$ cat config.mk
export PLATFORM = sky130hd
export DESIGN_NAME = multdiv_seq
export DESIGN_NICKNAME = d
export VERILOG_FILES = /design/src/rtl/multdiv_seq.sv
export SDC_FILE = /design/constraint.sdc
export NUM_CORES = 1
export LEC_CHECK = 0
export ABC_AREA = 1
export BUFFER_PORTS_ARGS = -buffer_cell sky130_fd_sc_hd__buf_2
export CAP_MARGIN = 0
export CELL_PAD_IN_SITES_DETAIL_PLACEMENT = 1
export CELL_PAD_IN_SITES_GLOBAL_PLACEMENT = 1
export CORE_MARGIN = 1
export CORE_UTILIZATION = 37
export DETAILED_ROUTE_END_ITERATION = 10
export PLACE_DENSITY_LB_ADDON = 0.1
export SYNTH_ARGS = -nofsm -noshare
export SYNTH_HDL_FRONTEND = slang
export SYNTH_SLANG_ARGS = --single-unit
$ cat constraint.sdc
create_clock -name clock -period 1.8 [get_ports clock]
set_input_delay 0.09 -clock clock [delete_from_list [all_inputs] [get_ports clock]]
set_output_delay 0.09 -clock clock [all_outputs]
set_load 0.05 [all_outputs]
$ cat src/rtl/multdiv_seq.sv
// Sequential signed 32-bit multiply (radix-2 Booth) and divide (restoring, on magnitudes)
// that borrows one external adder for every add, subtract and negate it needs.
module multdiv_seq (
  input  logic        clock,
  input  logic        reset_n,
  input  logic [31:0] data_operandA,
  input  logic [31:0] data_operandB,
  input  logic        ctrl_MULT,
  input  logic        ctrl_DIV,
  output logic [31:0] data_result,
  output logic        data_exception,
  output logic        data_resultRDY,
  output logic        busy,
  output logic [31:0] add_x,
  output logic [31:0] add_y,
  output logic        add_cin,
  input  logic [31:0] add_sum,
  input  logic        add_cout,
  output logic [2:0]  o_dbg_state
);

  // Handshake: ctrl_MULT/ctrl_DIV are single-cycle start strobes that are accepted
  // unconditionally (aborting any operation in flight). data_resultRDY is a one-cycle
  // pulse with data_result/data_exception valid; there is no back-pressure.
  typedef enum logic [2:0] {
    S_IDLE, S_M_ITER, S_D_NEGA, S_D_NEGB, S_D_ITER, S_D_NEGQ, S_DONE
  } state_t;

  state_t      r_state, w_next;
  logic [64:0] r_p;
  logic [31:0] r_a, r_b, r_q, r_r;
  logic [31:0] r_result;
  logic [4:0]  r_cnt;
  logic        r_sign, r_dz, r_mul, r_exc, r_rdy, r_clr;

  logic        w_start;
  logic [32:0] w_sum33;
  logic [31:0] w_rsh;
  logic        w_ovf;
  logic [31:0] w_add_x, w_add_y;
  logic        w_add_cin;

  assign w_start = ctrl_MULT | ctrl_DIV;
  assign w_sum33 = {w_add_x[31] ^ w_add_y[31] ^ add_cout, add_sum};
  assign w_rsh   = {r_r[30:0], r_q[31]};
  // Product fits in 32 signed bits only if bits 64..32 are all copies of the sign.
  assign w_ovf   = ~((&r_p[64:32]) | ~(|r_p[64:32]));

  always_ff @(posedge clock) begin
    if (!reset_n) r_state <= S_IDLE;
    else          r_state <= w_next;
  end

  always_comb begin
    w_next = r_state;
    if (ctrl_MULT)     w_next = S_M_ITER;
    else if (ctrl_DIV) w_next = S_D_NEGA;
    else begin
      case (r_state)
        S_M_ITER: if (r_cnt == 5'd31) w_next = S_DONE;
        S_D_NEGA: w_next = S_D_NEGB;
        S_D_NEGB: w_next = S_D_ITER;
        S_D_ITER: if (r_cnt == 5'd31) w_next = S_D_NEGQ;
        S_D_NEGQ: w_next = S_DONE;
        S_DONE:   w_next = S_IDLE;
        default:  w_next = S_IDLE;
      endcase
    end
  end

  // Adder operands come from registered state only, so the loop through the
  // external adder is a single combinational pass per cycle.
  always_comb begin
    w_add_x   = 32'd0;
    w_add_y   = 32'd0;
    w_add_cin = 1'b0;
    case (r_state)
      S_M_ITER: begin
        w_add_x = r_p[64:33];
        case (r_p[1:0])
          2'b01:   w_add_y = r_a;
          2'b10: begin
            w_add_y   = ~r_a;
            w_add_cin = 1'b1;
          end
          default: w_add_y = 32'd0;
        endcase
      end
      S_D_NEGA: begin
        w_add_x   = ~r_q;
        w_add_cin = 1'b1;
      end
      S_D_NEGB: begin
        w_add_x   = ~r_b;
        w_add_cin = 1'b1;
      end
      S_D_ITER: begin
        w_add_x   = w_rsh;
        w_add_y   = ~r_b;
        w_add_cin = 1'b1;
      end
      S_D_NEGQ: begin
        w_add_x   = ~r_q;
        w_add_cin = 1'b1;
      end
      default: ;
    endcase
  end

  always_ff @(posedge clock) begin
    if (!reset_n) begin
      r_p      <= 65'd0;
      r_a      <= 32'd0;
      r_b      <= 32'd0;
      r_q      <= 32'd0;
      r_r      <= 32'd0;
      r_cnt    <= 5'd0;
      r_sign   <= 1'b0;
      r_dz     <= 1'b0;
      r_mul    <= 1'b0;
      r_result <= 32'd0;
      r_exc    <= 1'b0;
      r_rdy    <= 1'b0;
      r_clr    <= 1'b0;
    end else begin
      r_rdy <= 1'b0;
      r_clr <= 1'b0;
      if (r_clr) begin
        r_result <= 32'd0;
        r_exc    <= 1'b0;
      end
      // The finishing operation still reports even if a new start lands on this edge.
      if (r_state == S_DONE) begin
        r_rdy <= 1'b1;
        if (r_mul) begin
          r_result <= r_p[32:1];
          r_exc    <= w_ovf;
        end else begin
          r_result <= r_dz ? 32'd0 : r_q;
          r_exc    <= r_dz;
        end
      end
      if (w_start) begin
        r_a    <= data_operandA;
        r_b    <= data_operandB;
        r_q    <= data_operandA;
        r_r    <= 32'd0;
        r_p    <= {32'd0, data_operandB, 1'b0};
        r_sign <= data_operandA[31] ^ data_operandB[31];
        r_dz   <= (data_operandB == 32'd0);
        r_mul  <= ctrl_MULT;
        r_cnt  <= 5'd0;
        r_clr  <= 1'b1;
      end else begin
        case (r_state)
          S_M_ITER: begin
            r_p   <= {w_sum33[32], w_sum33[31:0], r_p[32:1]};
            r_cnt <= r_cnt + 5'd1;
          end
          S_D_NEGA: if (r_q[31]) r_q <= add_sum;
          S_D_NEGB: if (r_b[31]) r_b <= add_sum;
          S_D_ITER: begin
            if (add_cout) begin
              r_r <= add_sum;
              r_q <= {r_q[30:0], 1'b1};
            end else begin
              r_r <= w_rsh;
              r_q <= {r_q[30:0], 1'b0};
            end
            r_cnt <= r_cnt + 5'd1;
          end
          S_D_NEGQ: if (r_sign) r_q <= add_sum;
          default: ;
        endcase
      end
    end
  end

  assign add_x          = w_add_x;
  assign add_y          = w_add_y;
  assign add_cin        = w_add_cin;
  assign data_result    = r_result;
  assign data_exception = r_exc;
  assign data_resultRDY = r_rdy;
  assign busy           = (r_state != S_IDLE);
  assign o_dbg_state    = r_state;

endmodule

Word level (Yosys, flattened, before mapping)
Index checks and enable logic that the tools add are counted.
{"block": "totals", "input_bits": 101, "elab_cells": 99, "reg_bits": 238}
{"block": "classes", "n_eq_ne": 17, "n_reduce_logical": 21, "addsub": 1, "bitwise": 11, "mux": 30}
{"operator": "32-bit 2-to-1 mux", "n": 10}
{"operator": "32-bit case mux with 2 select lines", "n": 2}
{"operator": "32-bit case mux with 4 select lines", "n": 1}
{"operator": "32-bit inverter", "n": 3}
{"operator": "32-bit case mux with 3 select lines", "n": 1}
{"operator": "33-bit 2-to-1 mux", "n": 2}
{"operator": "33-bit AND reduction", "n": 1}
{"operator": "33-bit OR reduction", "n": 1}
{"operator": "32-bit zero test", "n": 1}
{"operator": "31-bit 2-to-1 mux", "n": 1}
{"operator": "3-bit case mux with 5 select lines", "n": 1}
{"operator": "3-bit inequality test (second input constant)", "n": 4}
{"operator": "2-bit AND reduction", "n": 5}
{"operator": "3-bit == test (second input constant)", "n": 3}
{"operator": "1-bit 2-to-1 mux", "n": 8}
{"operator": "4-bit inequality test (second input constant)", "n": 2}
{"operator": "2-bit nonzero test", "n": 4}
{"operator": "2-bit OR reduction", "n": 4}
{"operator": "3-bit by 2-bit == test with 1-bit output (second input constant)", "n": 2}
{"operator": "3-bit 2-to-1 mux", "n": 2}
{"operator": "5-bit by 1-bit adder with 5-bit output (second input constant)", "n": 1}
{"operator": "5-bit == test (second input constant)", "n": 1}
{"operator": "2-bit inequality test (second input constant)", "n": 2}
{"operator": "4-bit nonzero test", "n": 1}
{"operator": "other kinds (12)", "n": 17}

Longest topological paths before layout
Gate-level depths: netlist of the first run.
{"block": "depth", "word_depth": 6, "ltp_mapped": 12, "depth_no_buf": 12}

Worst setup path before layout of the first run
OpenSTA, ideal clock, no wires.
{"block": "synth_path", "kind": "reg2out", "startpoint": "register r_state[0], in the netlist o_dbg_state[0]", "endpoint": "output port add_cin", "path_stages_with_launch": 7, "path_buffers": 2, "setup_slack_ns": -0.806, "arrival_ns": 2.516, "cell_sequence": "dfxtp_1 > nand2_4 > nor2_8 > inv_2 > buf_2 > buf_2 > o21ai_0"}
{"block": "synth_via", "elab_chain_len": 3, "elab_cells_between_ends": 7, "cone_classes": "5 x eq/ne; 1 x mux; 1 x reduce/logical"}
{"element": "start: declaration", "line_no": "29", "source": "state_t r_state, w_next;"}
{"element": "start signal: assignment", "line_no": "51", "source": "else r_state <= w_next;"}
{"element": "3-bit == test / 3-bit by 2-bit == test with 1-bit output (equally long branches)", "line_no": "77", "source": "case (r_state)"}
{"element": "4-bit OR reduction (no source line)"}
{"element": "1-bit case mux with 2 select lines *", "line_no": "77"}
{"element": "end: declaration", "line_no": "16", "source": "output logic add_cin,"}
Every way passes the cells marked *; elsewhere a longest branch is shown, timed or not.

Final worst setup path of the first run
{"block": "layout_path", "startpoint": "register r_state[0], in the netlist o_dbg_state[0]", "endpoint": "output port add_x[16]"}
{"block": "layout_via", "elab_chain_len": 3, "elab_cells_between_ends": 7, "cone_classes": "5 x eq/ne; 1 x mux; 1 x reduce/logical"}
{"element": "3-bit == test / 3-bit by 2-bit == test with 1-bit output (equally long branches)", "line_no": "77"}
{"element": "2-bit OR reduction (no source line)"}
{"element": "32-bit case mux with 4 select lines *", "line_no": "77"}
{"element": "end: declaration", "line_no": "14", "source": "output logic [31:0] add_x,"}
Marked as above.

==> key figures, run 1 <==
Run status
  • Status: finished, violations left
  • Violated checks: setup timing

Layout
  • Post-route cell area: 19300 sq um
  • Synthesis-to-layout area growth: 57.9%
  • Final Non-Filler Cells: 2565
  • Nets: 2206
  • Share of layout cells above drive strength 1: 0.294

Critical path
  • Crit path capture type: output pin
  • Crit-path max cell delay: 430 ps
  • Worst setup SP type: flip-flop
  • CP Buf/Inv Count: 4
  • CP arrival: 2130 ps
  • Worst EP required: 1710 ps
  • Crit-path max FO: 8
  • Slowest cell on crit path: dfxtp_4
  • CP cell instances: nor2_4 -> nand2_4 -> inv_8 -> buf_16 -> nand2_1 -> inv_1 -> a21oi_2 -> o221ai_4 -> buf_6
  • CP delay by family, top: buffers and inverters
  • Kind of critical path: reg -> out

Pwr
  • P_int: 10.2 mW
  • Peak VDD IR: 0.844 mV
  • Pleak: 8.14 nW
  • PD cells: 784 nW/um^2
  • NetSw: 4.93 mW
  • Sw Ratio: 0.327
  • Flop pwr share: 0.381
  • Clock power frac: 0.391
  • Combinational share of power: 0.228

STA
  • Hold slack: 30.8 ps
  • Slew @ Worst Pin: 801 ps
  • Final worst slack: -420 ps
  • Final period utilization: 1.23
  • Clock Skews: 15.1 ps
  • Pins Over Slew Limit: 0
  • Relative slew slack: 0.466
  • Minimum clock period after layout: 2220 ps
  • Fmax: 0.450 GHz
  • Count of final setup violators: 116
  • Unrepaired setup endpoints after global routing: yes
  • Final Hold Viols: 0

Synth
  • Post-Synthesis Cells: 1760
  • Distinct cells, synth: 37
  • Seq cells post-synth: 238
  • Mapped Area: 12200 sq um
  • Syn_area_per_cell: 6.93 sq um
  • Register area share after synthesis: 0.391
  • Yosys Warn Count: 0
  • Syn_nets: 1865

Min path
  • HP Class: in -> reg

Clock network
  • Clk buf depth: 3
  • Clock Sinks: 238
  • TritonCTS clock tree: yes
  • Clock-pin slew on the worst setup and hold paths: 60 ps
  • Htree depth: 1
  • Root buffer cell: clkbuf_16
  • Worst skew pair latency: 570 ps
  • TritonCTS Buffers: 29

Placed design
  • Placer congestion estimate: 0.892
  • DP Cell Count: 2344
  • DP HPWL: 38600 microns
  • Area post-placement: 14700 sq um
  • Port Buffer Count: 203

Routing
  • Drt initial violations: 1659
  • Drt via density: 6.08
  • Drt first pass iters: 5
  • Number of nets with antenna violations after routing: 0
  • Via Count: 15600
  • Final wirelength: 70100 microns
  • Drt drc: 0
  • DR WL/cell: 27.3 microns

Global routing
  • Antenna violations before repair: 2
  • Total congestion overflow: 0
  • Total GRT Usage: 0.356
  • Vias in the first global route: 15000
  • Largest net degree at the start of global routing: 65
  • Global-route wire length before repair: 90600 microns

Floorplan
  • Initial Util: 0.376
  • Horiz. Die Dim: 184 microns
  • Standard-cell row count: 66
  • IO Count: 204
  • Core area: 32500 sq um
  • Full die area: 33700 sq um
  • Die Ht: 184 microns

Flow run
  • Max-cap viol count: 0
-- per-stage QoR --
| step | util | setup TNS (ps) | power [mW] | worst slack [ps] |
|---|---|---|---|---|
| after floorplan | - | -191 | 7.25 | -107 |
| after global placement | 0.452 | 0 | 8.17 | 92.6 |
| after detailed placement | 0.452 | 0 | 8.21 | 53.2 |
| after CTS | 0.556 | -17410 | 14.6 | -383 |
| after global routing | 0.594 | -32810 | 15.5 | -464 |
| final | 0.594 | -27020 | 15.1 | -420 |
-- synthesized netlist by cell type --
library cell	n	area, sq um
inv_1	265	995
dfxtp_1	238	4760
nand2_1	237	890
nor2_1	216	811
o22ai_1	159	995
a21oi_1	128	641
o21ai_0	69	345
clkbuf_1	63	236
nand3_1	54	270
buf_2	49	245
o21ai_1	43	215
o221ai_1	34	298
a211oi_1	32	240
nor3_1	27	135
a32o_1	26	260
nand4_1	22	138
o31ai_1	20	150
buf_1	11	41.3
inv_2	9	33.8
o211ai_1	9	67.6
a31oi_1	8	50.1
buf_6	8	90.1
nor4_1	6	37.5
ha_1	4	50.1
a22oi_1	3	22.5
nand2_2	3	18.8
nor2_2	3	18.8
nor2_4	3	33.8
buf_4	2	15.0
nor2_8	2	40.0
clkbuf_2	1	5.00
clkinv_1	1	3.75
inv_4	1	6.26
nand2_4	1	11.3
nor3_2	1	10.0
o21bai_1	1	7.51
or2_0	1	6.26
-- routing by layer --
metal,vias up,part of all wire,track usage
met4,0,0.086,0.224
met3,333,0.084,0.0406
li1,6685,-,-
met5,-,0,0
met2,918,0.47,0.625
met1,7662,0.36,0.413
-- timing repair --
action                                  4_1_cts  5_1_grt
endpoints found under the hold margin       172        0
gates resized for setup                     285      155
endpoints found under the setup margin       65      126
hold buffers                                 93        0
buffers inserted                             20       24
gates cloned                                 13       21
pin swaps                                    13       55
-- final timing paths --
| check | startpoint | end | slack [ps] | cells after the start |
|---|---|---|---|---|
| setup / recovery | o_dbg_state[0] | add_x[16] | -420 | 9 |
| hold / removal | data_operandB[23] | r_b[23] | 30 | 5 |
| setup reg to reg | o_dbg_state[0] | r_q[11] | -400 | 12 |
| hold reg to reg | r_r[5] | r_r[5] | 470 | 2 |
-- worst reg2reg max path, stage by stage (launching register included) --
cell and delay [ps]:
dfxtp_4 390, nor2_4 150, nand2_4 100, buf_12 170, buf_6 130, buf_12 140
nand2_4 80, nor2_4 50, nor2_8 160, buf_12 230, clkbuf_16 200, o21ai_2 50
nor2_1 250
-- cell type report --
type                            count  area, sq um
Antenna cell                        1         2.50
Clock buffer                       45          866
Clock inverter                      7         62.6
Fill cell                        3848        13200
Inverter                          276         1100
Multi-Input combinational cell   1112         7370
Sequential cell                   238         4780
Tap cell                          442          553
Timing Repair Buffer              441         4480
Timing Repair inverter              3         62.6
-- flip-flops by register name, summed over array words and instances (netlist names) --
name            count
r_dz                1
o_dbg_state         3
r_cnt               5
data_exception      1
r_clr               1
data_result        32
r_p                65
r_mul               1
data_resultRDY      1
r_sign              1
r_r                31
r_a                32
r_q                32
r_b                32
-- power groups by stage --
stage,logic (mW),clock network (mW),registers [mW]
floorplan,1.51,0,5.74
global placement,2.38,0,5.79
detailed placement,2.41,0,5.80
CTS,2.97,5.89,5.70
global route,3.55,6.15,5.76
finish,3.44,5.91,5.75
-- layout by cell type, fill, tap and decap left out, types with 20 or more instances in the layout --
cell type      netlist  layout
a21oi_4              0      20
a32o_1              26      26
o22ai_2              0      24
o21ai_2              0      37
o21ai_1             43      26
dlygate4sd3_1        0      93
nor3_1              27      26
buf_4                2      72
o31ai_1             20      20
a21oi_1            128      98
buf_2               49     137
a211oi_1            32      32
inv_1              265     255
o21ai_0             69      36
nand2_1            237     222
nor2_2               3      20
buf_12               0      25
nand4_1             22      22
buf_6                8      77
o22ai_1            159     127
dfxtp_1            238     235
o221ai_4             0      28
nor2_1             216     186
nand3_1             54      51
clkbuf_16            0      45
-- cell families after synthesis --
kind of cell	count (synthesis)	share of synthesized area
buffers and inverters	410	0.137
and+or+nand+nor	576	0.198
adders and majority gates	4	0.00410
AOI/OAI and AO/OA	532	0.270
DFF	238	0.391
Power figures use the tool's default switching activity.
==> run 2: changes to the inputs <==
--- a/config.mk
+++ b/config.mk
@@ -14,6 +14,7 @@
 export CORE_UTILIZATION = 37
 export DETAILED_ROUTE_END_ITERATION = 10
 export PLACE_DENSITY_LB_ADDON = 0.1
+export SETUP_SLACK_MARGIN = 0.4
 export SYNTH_ARGS = -nofsm -noshare
 export SYNTH_HDL_FRONTEND = slang
 export SYNTH_SLANG_ARGS = --single-unit
==> run 2 against run 1 <==
Net effect:
- the run still ends with setup timing left
- total power grew 0.21%
- core utilization grew 3.1 points
- clock power shrank 4.1%
- via count grew 2.8%
- critical path type unchanged
- largest cell class unchanged
- highest routed layer is now met5
==> key figures, run 2 (synthesis results as in run 1) <==
Global routing
  • Total congestion overflow: 0 (unchanged)
  • Total GRT Usage: 0.389 (+0.0324)
  • Vias in the first global route: 15800 (+5.4%)
  • Largest net degree at the start of global routing: 61 (-6.2%)
  • Global-route wire length before repair: 98800 microns (+9.0%)
  • Antenna violations before repair: 3 (+1)

Floorplan
  • Core area: 32500 sq um (unchanged)
  • IO Count: 204 (unchanged)
  • Initial Util: 0.376 (unchanged)
  • Die Ht: 184 microns (unchanged)
  • Full die area: 33700 sq um (unchanged)
  • Horiz. Die Dim: 184 microns (unchanged)
  • Standard-cell row count: 66 (unchanged)

Pwr
  • PD cells: 746 nW/um^2 (-4.8%)
  • Power Total: 15.1 mW (+0.21%)
  • Sw Ratio: 0.337 (+0.0105)
  • Pleak: 8.25 nW (+1.3%)
  • Clock power frac: 0.375 (-0.016)
  • Combinational share of power: 0.244 (+0.016)
  • P_int: 10.0 mW (-1.3%)
  • NetSw: 5.10 mW (+3.4%)
  • Flop pwr share: 0.382 (about the same)
  • Peak VDD IR: 0.754 mV (-11%)

Layout
  • Post-route cell area: 20300 sq um (+5.3%)
  • Share of layout cells above drive strength 1: 0.346 (+0.0518)
  • Commonest non-fill, non-tap cell in the layout: dfxtp_1
  • Top reg by flops: r_p
  • Synthesis-to-layout area growth: 66.3%
  • Fill count: 3690 (-4.1%)
  • Max reg flops: 65 (unchanged)
  • Final Util: 0.625 (+0.0313)
  • Most frequent cells in the layout: 234 x dfxtp_1, 230 x inv_1, 212 x nand2_1, 174 x nor2_1, 135 x buf_2
  • Final Non-Filler Cells: 2571 (+0.23%)
  • Nets: 2218 (+0.54%)

Clock network
  • Htree depth: 1 (unchanged)
  • Clock-pin slew on the worst setup and hold paths: 60 ps (about the same)
  • Clock Sinks: 238 (unchanged)
  • Clk buf depth: 3 (unchanged)
  • Root buffer cell: clkbuf_16
  • Worst skew pair latency: 570 ps (about the same)
  • TritonCTS clock tree: yes
  • TritonCTS Buffers: 28 (-3.4%)

Critical path
  • Reg2reg path depth: 12 (unchanged)
  • CP Buf/Inv Count: 4 (unchanged)
  • Reg2reg end: r_q[19]
  • Kind of critical path: reg -> out
  • CP delay by family, top: buffers and inverters
  • Reg2Reg Setup Slack: -270 ps (+130 ps)
  • Crit-path max FO: 6 (-2)
  • Most frequent CP cell: buf_12
  • Worst setup SP type: flip-flop
  • CP arrival: 2180 ps (+50 ps)
  • Crit-path max cell delay: 370 ps (-60 ps)
  • Slowest cell on crit path: dfxtp_4
  • CP cell instances: buf_12 -> nor2_4 -> nand2_4 -> buf_12 -> buf_16 -> o22ai_4 -> buf_6
  • Worst EP required: 1710 ps (about the same)
  • Critical R2R Launch: o_dbg_state[1]
  • Crit path capture type: output pin

Routing
  • Drt drc: 0 (unchanged)
  • Final wirelength: 73200 microns (+4.4%)
  • DR WL/cell: 28.5 microns (+4.1%)
  • Drt via density: 6.24 (+2.6%)
  • Drt initial violations: 1755 (+5.8%)
  • Via Count: 16000 (+2.8%)
  • Number of nets with antenna violations after routing: 0 (unchanged)
  • Drt first pass iters: 6 (+1)

Placed design
  • Placer congestion estimate: 0.905 (+1.4%)
  • Port Buffer Count: 203 (unchanged)
  • DP Cell Count: 2337 (-0.30%)
  • DP HPWL: 40500 microns (+5.0%)
  • Dpl ws: 67.2 ps (+14.0 ps)
  • Area post-placement: 15000 sq um (+2.4%)

Min path
  • Worst hold path endpoint: r_dz
  • HP Class: in -> reg
  • Worst hold start: data_operandB[27]
  • Hold depth: 6 (+1)

STA
  • Setup TNS: -29140 ps (-2120 ps)
  • Count of final setup violators: 125 (+7.8%)
  • Final worst slack: -468 ps (-48.0 ps)
  • Unrepaired setup endpoints after global routing: yes
  • Clock Skews: 18.7 ps (+3.68 ps)
  • Slew @ Worst Pin: 700 ps (-102 ps)
  • Relative slew slack: 0.533 (+0.0677)
  • Final period utilization: 1.26 (+0.0267)
  • Pins Over Slew Limit: 0 (unchanged)
  • Hold slack: 22.4 ps (-8.35 ps)
  • Final Hold Viols: 0 (unchanged)
  • Minimum clock period after layout: 2270 ps (+48.0 ps)
  • Fmax: 0.441 GHz (-2.1%)

Run status
  • Status: finished, violations left
  • Violated checks: setup timing

Flow run
  • Max-cap viol count: 0 (unchanged)
run 2: area by class of cell:
| type | instances | area [sq um] | share of cell area |
|---|---|---|---|
| antenna | 1 | 2.50 | 0.000123 |
| clock buffer | 39 | 835 | 0.0411 |
| clock inverter | 6 | 32.5 | 0.00160 |
| inverter | 276 | 1110 | 0.0546 |
| multi-input combinational | 1112 | 8190 | 0.404 |
| sequential | 238 | 4780 | 0.236 |
| tap | 442 | 553 | 0.0273 |
| timing repair buffer | 454 | 4760 | 0.235 |
| timing repair inverter | 3 | 25.0 | 0.00123 |
run 2: metal layers:
layer | share of wire | vias up | global-route usage | wire, microns
met5 | 0.00015 | - | 0 | 11
met4 | 0.060 | 2 | 0.160 | 4360
met3 | 0.10 | 361 | 0.0864 | 7490
met2 | 0.45 | 1145 | 0.615 | 32600
met1 | 0.39 | 7833 | 0.510 | 28700
li1 | - | 6697 | - | -
run 2: power by group through the flow:
stage          combinational, mW  clock [mW]  sequential (mW)
2_1_floorplan               1.67           0             5.76
3_3_place_gp                2.46           0             5.82
3_5_place_dp                2.50           0             5.83
4_1_cts                     3.26        5.61             5.74
5_1_grt                     3.79        5.85             5.78
6_report                    3.68        5.67             5.78
run 2: repair_timing:
| action | in CTS | in global routing |
|---|---|---|
| setup endpoints to repair | 251 | 270 |
| hold buffers | 93 | 0 |
| buffers inserted | 42 | 25 |
| hold endpoints to repair | 158 | 0 |
| resized for setup | 391 | 159 |
| pin swaps | 59 | 44 |
| gates cloned | 18 | 10 |
run 2: worst min-delay path: cells and delay by family:
family / cells / cell delay, ps
AND/OR/NAND/NOR: 3 / 250
buffers and inverters: 2 / 120
AO/OA/AOI/OAI: 1 / 70
run 2: worst max path at each step:
stage	from	to	slack (ps)	depth (start not counted)
6_report	o_dbg_state[1]	add_y[23]	-470	7
5_1_grt	o_dbg_state[1]	add_y[23]	-480	7
4_1_cts	o_dbg_state[2]	add_x[28]	-320	7
3_5_place_dp	o_dbg_state[1]	add_x[17]	70	9
3_3_place_gp	o_dbg_state[0]	add_x[31]	110	8
2_1_floorplan	o_dbg_state[1]	r_p[64]	-100	11
==> run 3: changes to the inputs <==
--- a/config.mk
+++ b/config.mk
@@ -10,7 +10,7 @@
 export CAP_MARGIN = 0
 export CELL_PAD_IN_SITES_DETAIL_PLACEMENT = 1
 export CELL_PAD_IN_SITES_GLOBAL_PLACEMENT = 1
-export CORE_MARGIN = 1
+export CORE_MARGIN = 10
 export CORE_UTILIZATION = 37
 export DETAILED_ROUTE_END_ITERATION = 10
 export PLACE_DENSITY_LB_ADDON = 0.1
==> run 3 against run 2 <==
Net effect:
- the run ends with hold timing, setup timing left
- combinational power rose by 4%
- design area rose by 0.89%
- critical path depth rose by 1
- core utilization rose by 0.40 points
- count of clock-buffer cells in the layout rose by 6
==> key figures, run 3 (synthesis results as in run 1) <==
Run status
  • Violated checks: hold timing, setup timing
  • Status: finished, violations left

Placed design
  • DP Cell Count: 2346 (+0.39%)
  • Dpl ws: -76.5 ps (-144 ps)
  • Placer congestion estimate: 0.889 (-1.8%)
  • Area post-placement: 15200 sq um (+1.1%)
  • Port Buffer Count: 203 (unchanged)
  • DP HPWL: 42300 microns (+4.4%)

Critical path
  • Reg2Reg Setup Slack: -230 ps (+40 ps)
  • Reg2reg end: r_q[6]
  • Critical R2R Launch: o_dbg_state[1]
  • Worst setup SP type: flip-flop
  • Reg2reg path depth: 10 (-2)
  • CP Buf/Inv Count: 4 (unchanged)
  • CP arrival: 2120 ps (-60 ps)
  • CP cell instances: inv_6 -> nand2_8 -> nor2_8 -> buf_6 -> buf_12 -> nand2_1 -> nand4_1 -> buf_6
  • Slowest cell on crit path: dfxtp_4
  • Kind of critical path: reg -> out
  • Most frequent CP cell: buf_6
  • Crit path capture type: output pin
  • Stages on the worst setup path: 8 (+1)
  • CP delay by family, top: simple AND/OR/NAND/NOR gates
  • Worst EP required: 1710 ps (about the same)
  • Crit-path max cell delay: 380 ps (about the same)
  • Crit-path max FO: 5 (-1)

Routing
  • Via Count: 16100 (+0.68%)
  • Drt first pass iters: 6 (unchanged)
  • Drt initial violations: 2009 (+14%)
  • DR WL/cell: 29.8 microns (+4.6%)
  • Drt drc: 0 (unchanged)
  • Drt via density: 6.27 (+0.45%)
  • Number of nets with antenna violations after routing: 0 (unchanged)
  • Final wirelength: 76700 microns (+4.8%)

Global routing
  • Antenna violations before repair: 3 (unchanged)
  • Met1 usage: 0.421 (-0.0887)
  • Met2 GRT Util: 0.521 (-0.0936)
  • Total GRT Usage: 0.325 (-0.0642)
  • Global-route wire length before repair: 103000 microns (+4.2%)
  • Total congestion overflow: 0 (unchanged)
  • Gr busiest metal: met2
  • GR Util met3: 0.0628 (-0.0236)
  • Largest net degree at the start of global routing: 78 (+28%)
  • Vias in the first global route: 16100 (+1.8%)

Layout
  • Final Non-Filler Cells: 2577 (+0.23%)
  • Final Util: 0.629 (+0.00399)
  • Top reg by flops: r_p
  • Max reg flops: 65 (unchanged)
  • Commonest non-fill, non-tap cell in the layout: inv_1
  • Nets: 2216 (-0.090%)
  • Post-route cell area: 20500 sq um (+0.89%)
  • Share of layout cells above drive strength 1: 0.342 (-0.00393)
  • Synthesis-to-layout area growth: 67.8%
  • Most frequent cells in the layout: 248 x inv_1, 232 x dfxtp_1, 203 x nand2_1, 179 x nor2_1, 136 x buf_2

STA
  • Slew @ Worst Pin: 566 ps (-134 ps)
  • Clock Skews: 27.8 ps (+9.11 ps)
  • Fmax: 0.453 GHz (+2.7%)
  • Hold slack: -0.461 ps (-22.9 ps)
  • Pins Over Slew Limit: 0 (unchanged)
  • Unrepaired setup endpoints after global routing: yes
  • Final worst slack: -408 ps (+60.1 ps)
  • Setup TNS: -28430 ps (+713 ps)
  • Final period utilization: 1.23 (-0.0334)
  • Count of final setup violators: 103 (-18%)
  • Relative slew slack: 0.621 (+0.0880)
  • Minimum clock period after layout: 2210 ps (-60.1 ps)
  • Final Hold Viols: 1 (+1)

Pwr
  • Power Total: 15.6 mW (+3.3%)
  • Pleak: 8.48 nW (+2.7%)
  • PD cells: 763 nW/um^2 (+2.4%)
  • Peak VDD IR: 0.771 mV (+2.3%)

Clock network
  • TritonCTS clock tree: yes
  • TritonCTS Buffers: 29 (+3.6%)
  • Htree depth: 1 (unchanged)
  • Clock-pin slew on the worst setup and hold paths: 70 ps (about the same)
  • Root buffer cell: clkbuf_16
  • Clk buf depth: 3 (unchanged)
  • Worst skew pair latency: 580 ps (about the same)
  • Clock Sinks: 238 (unchanged)

Min path
  • Hold depth: 6 (unchanged)
  • Worst hold start: data_operandB[25]
  • Worst hold path endpoint: r_dz
  • HP Class: in -> reg

Floorplan
  • IO Count: 204 (unchanged)
  • Initial Util: 0.375 (-0.000954)
  • Horiz. Die Dim: 202 microns (+9.8%)
  • Die Ht: 202 microns (+9.8%)
  • Standard-cell row count: 66 (unchanged)
  • Full die area: 40600 sq um (+21%)
  • Core area: 32500 sq um (+0.25%)

Flow run
  • Max-cap viol count: 0 (unchanged)
## run 3: changes by cell type in the layout (fill, tap and decap cells not counted), moves of 9 or more
cell | previous run | this run
o22ai_4 | 42 | 32
nor2_2 | 26 | 6
nand2_4 | 8 | 17
a211oi_2 | 12 | 3
nand2_1 | 212 | 203
inv_1 | 230 | 248
nor2_4 | 22 | 37
a211oi_1 | 20 | 29
o22ai_2 | 12 | 23
inv_2 | 34 | 14
## run 3: layout make-up
class,instances,area [sq um]
fillers,3762,12100
multi-input cells,1112,8290
flip-flops and latches,238,4780
repair buffers,451,4690
inverters,276,1120
clock buffers,45,887
well taps,442,553
repair inverters,3,70.1
clock inverters,7,66.3
diodes,3,7.51
## run 3: timing repair
action	CTS	global route
endpoints found under the hold margin	168	0
pin swaps	71	65
hold buffers	93	0
setup buffers	37	20
gates resized for setup	417	140
cloned	20	6
endpoints found under the setup margin	241	269
## run 3: how the worst max path moves through the flow
stage	startpoint	end	slack, ps
global route	o_dbg_state[1]	add_x[31]	-420
global placement	o_dbg_state[0]	add_x[7]	0.2
finish	o_dbg_state[1]	add_x[31]	-410
CTS	o_dbg_state[0]	add_x[29]	-320
floorplan	o_dbg_state[1]	r_p[64]	-100
detailed placement	o_dbg_state[0]	r_r[19]	-80
## run 3: routing by layer
layer	part of all wire	routed length [microns]
met4	0.063	4800
met1	0.38	29100
met3	0.10	7940
met5	0.000091	7
met2	0.45	34800
## run 3: where the power goes
group	switching [mW]	internal [mW]	total [mW]
Clock	2.54	3.51	6.05
Combinational	2.43	1.39	3.82
Sequential	0.264	5.50	5.76
Total	5.23	10.4	15.6
## run 3: worst register-to-register path: stages (launching register included)
cell     delay, ps
dfxtp_4        400
buf_4          180
nand3_4        120
buf_4          180
nor3_4         340
nor2_8          90
buf_12         180
buf_12         140
inv_16         100
nor2_4          50
nor2_1         150
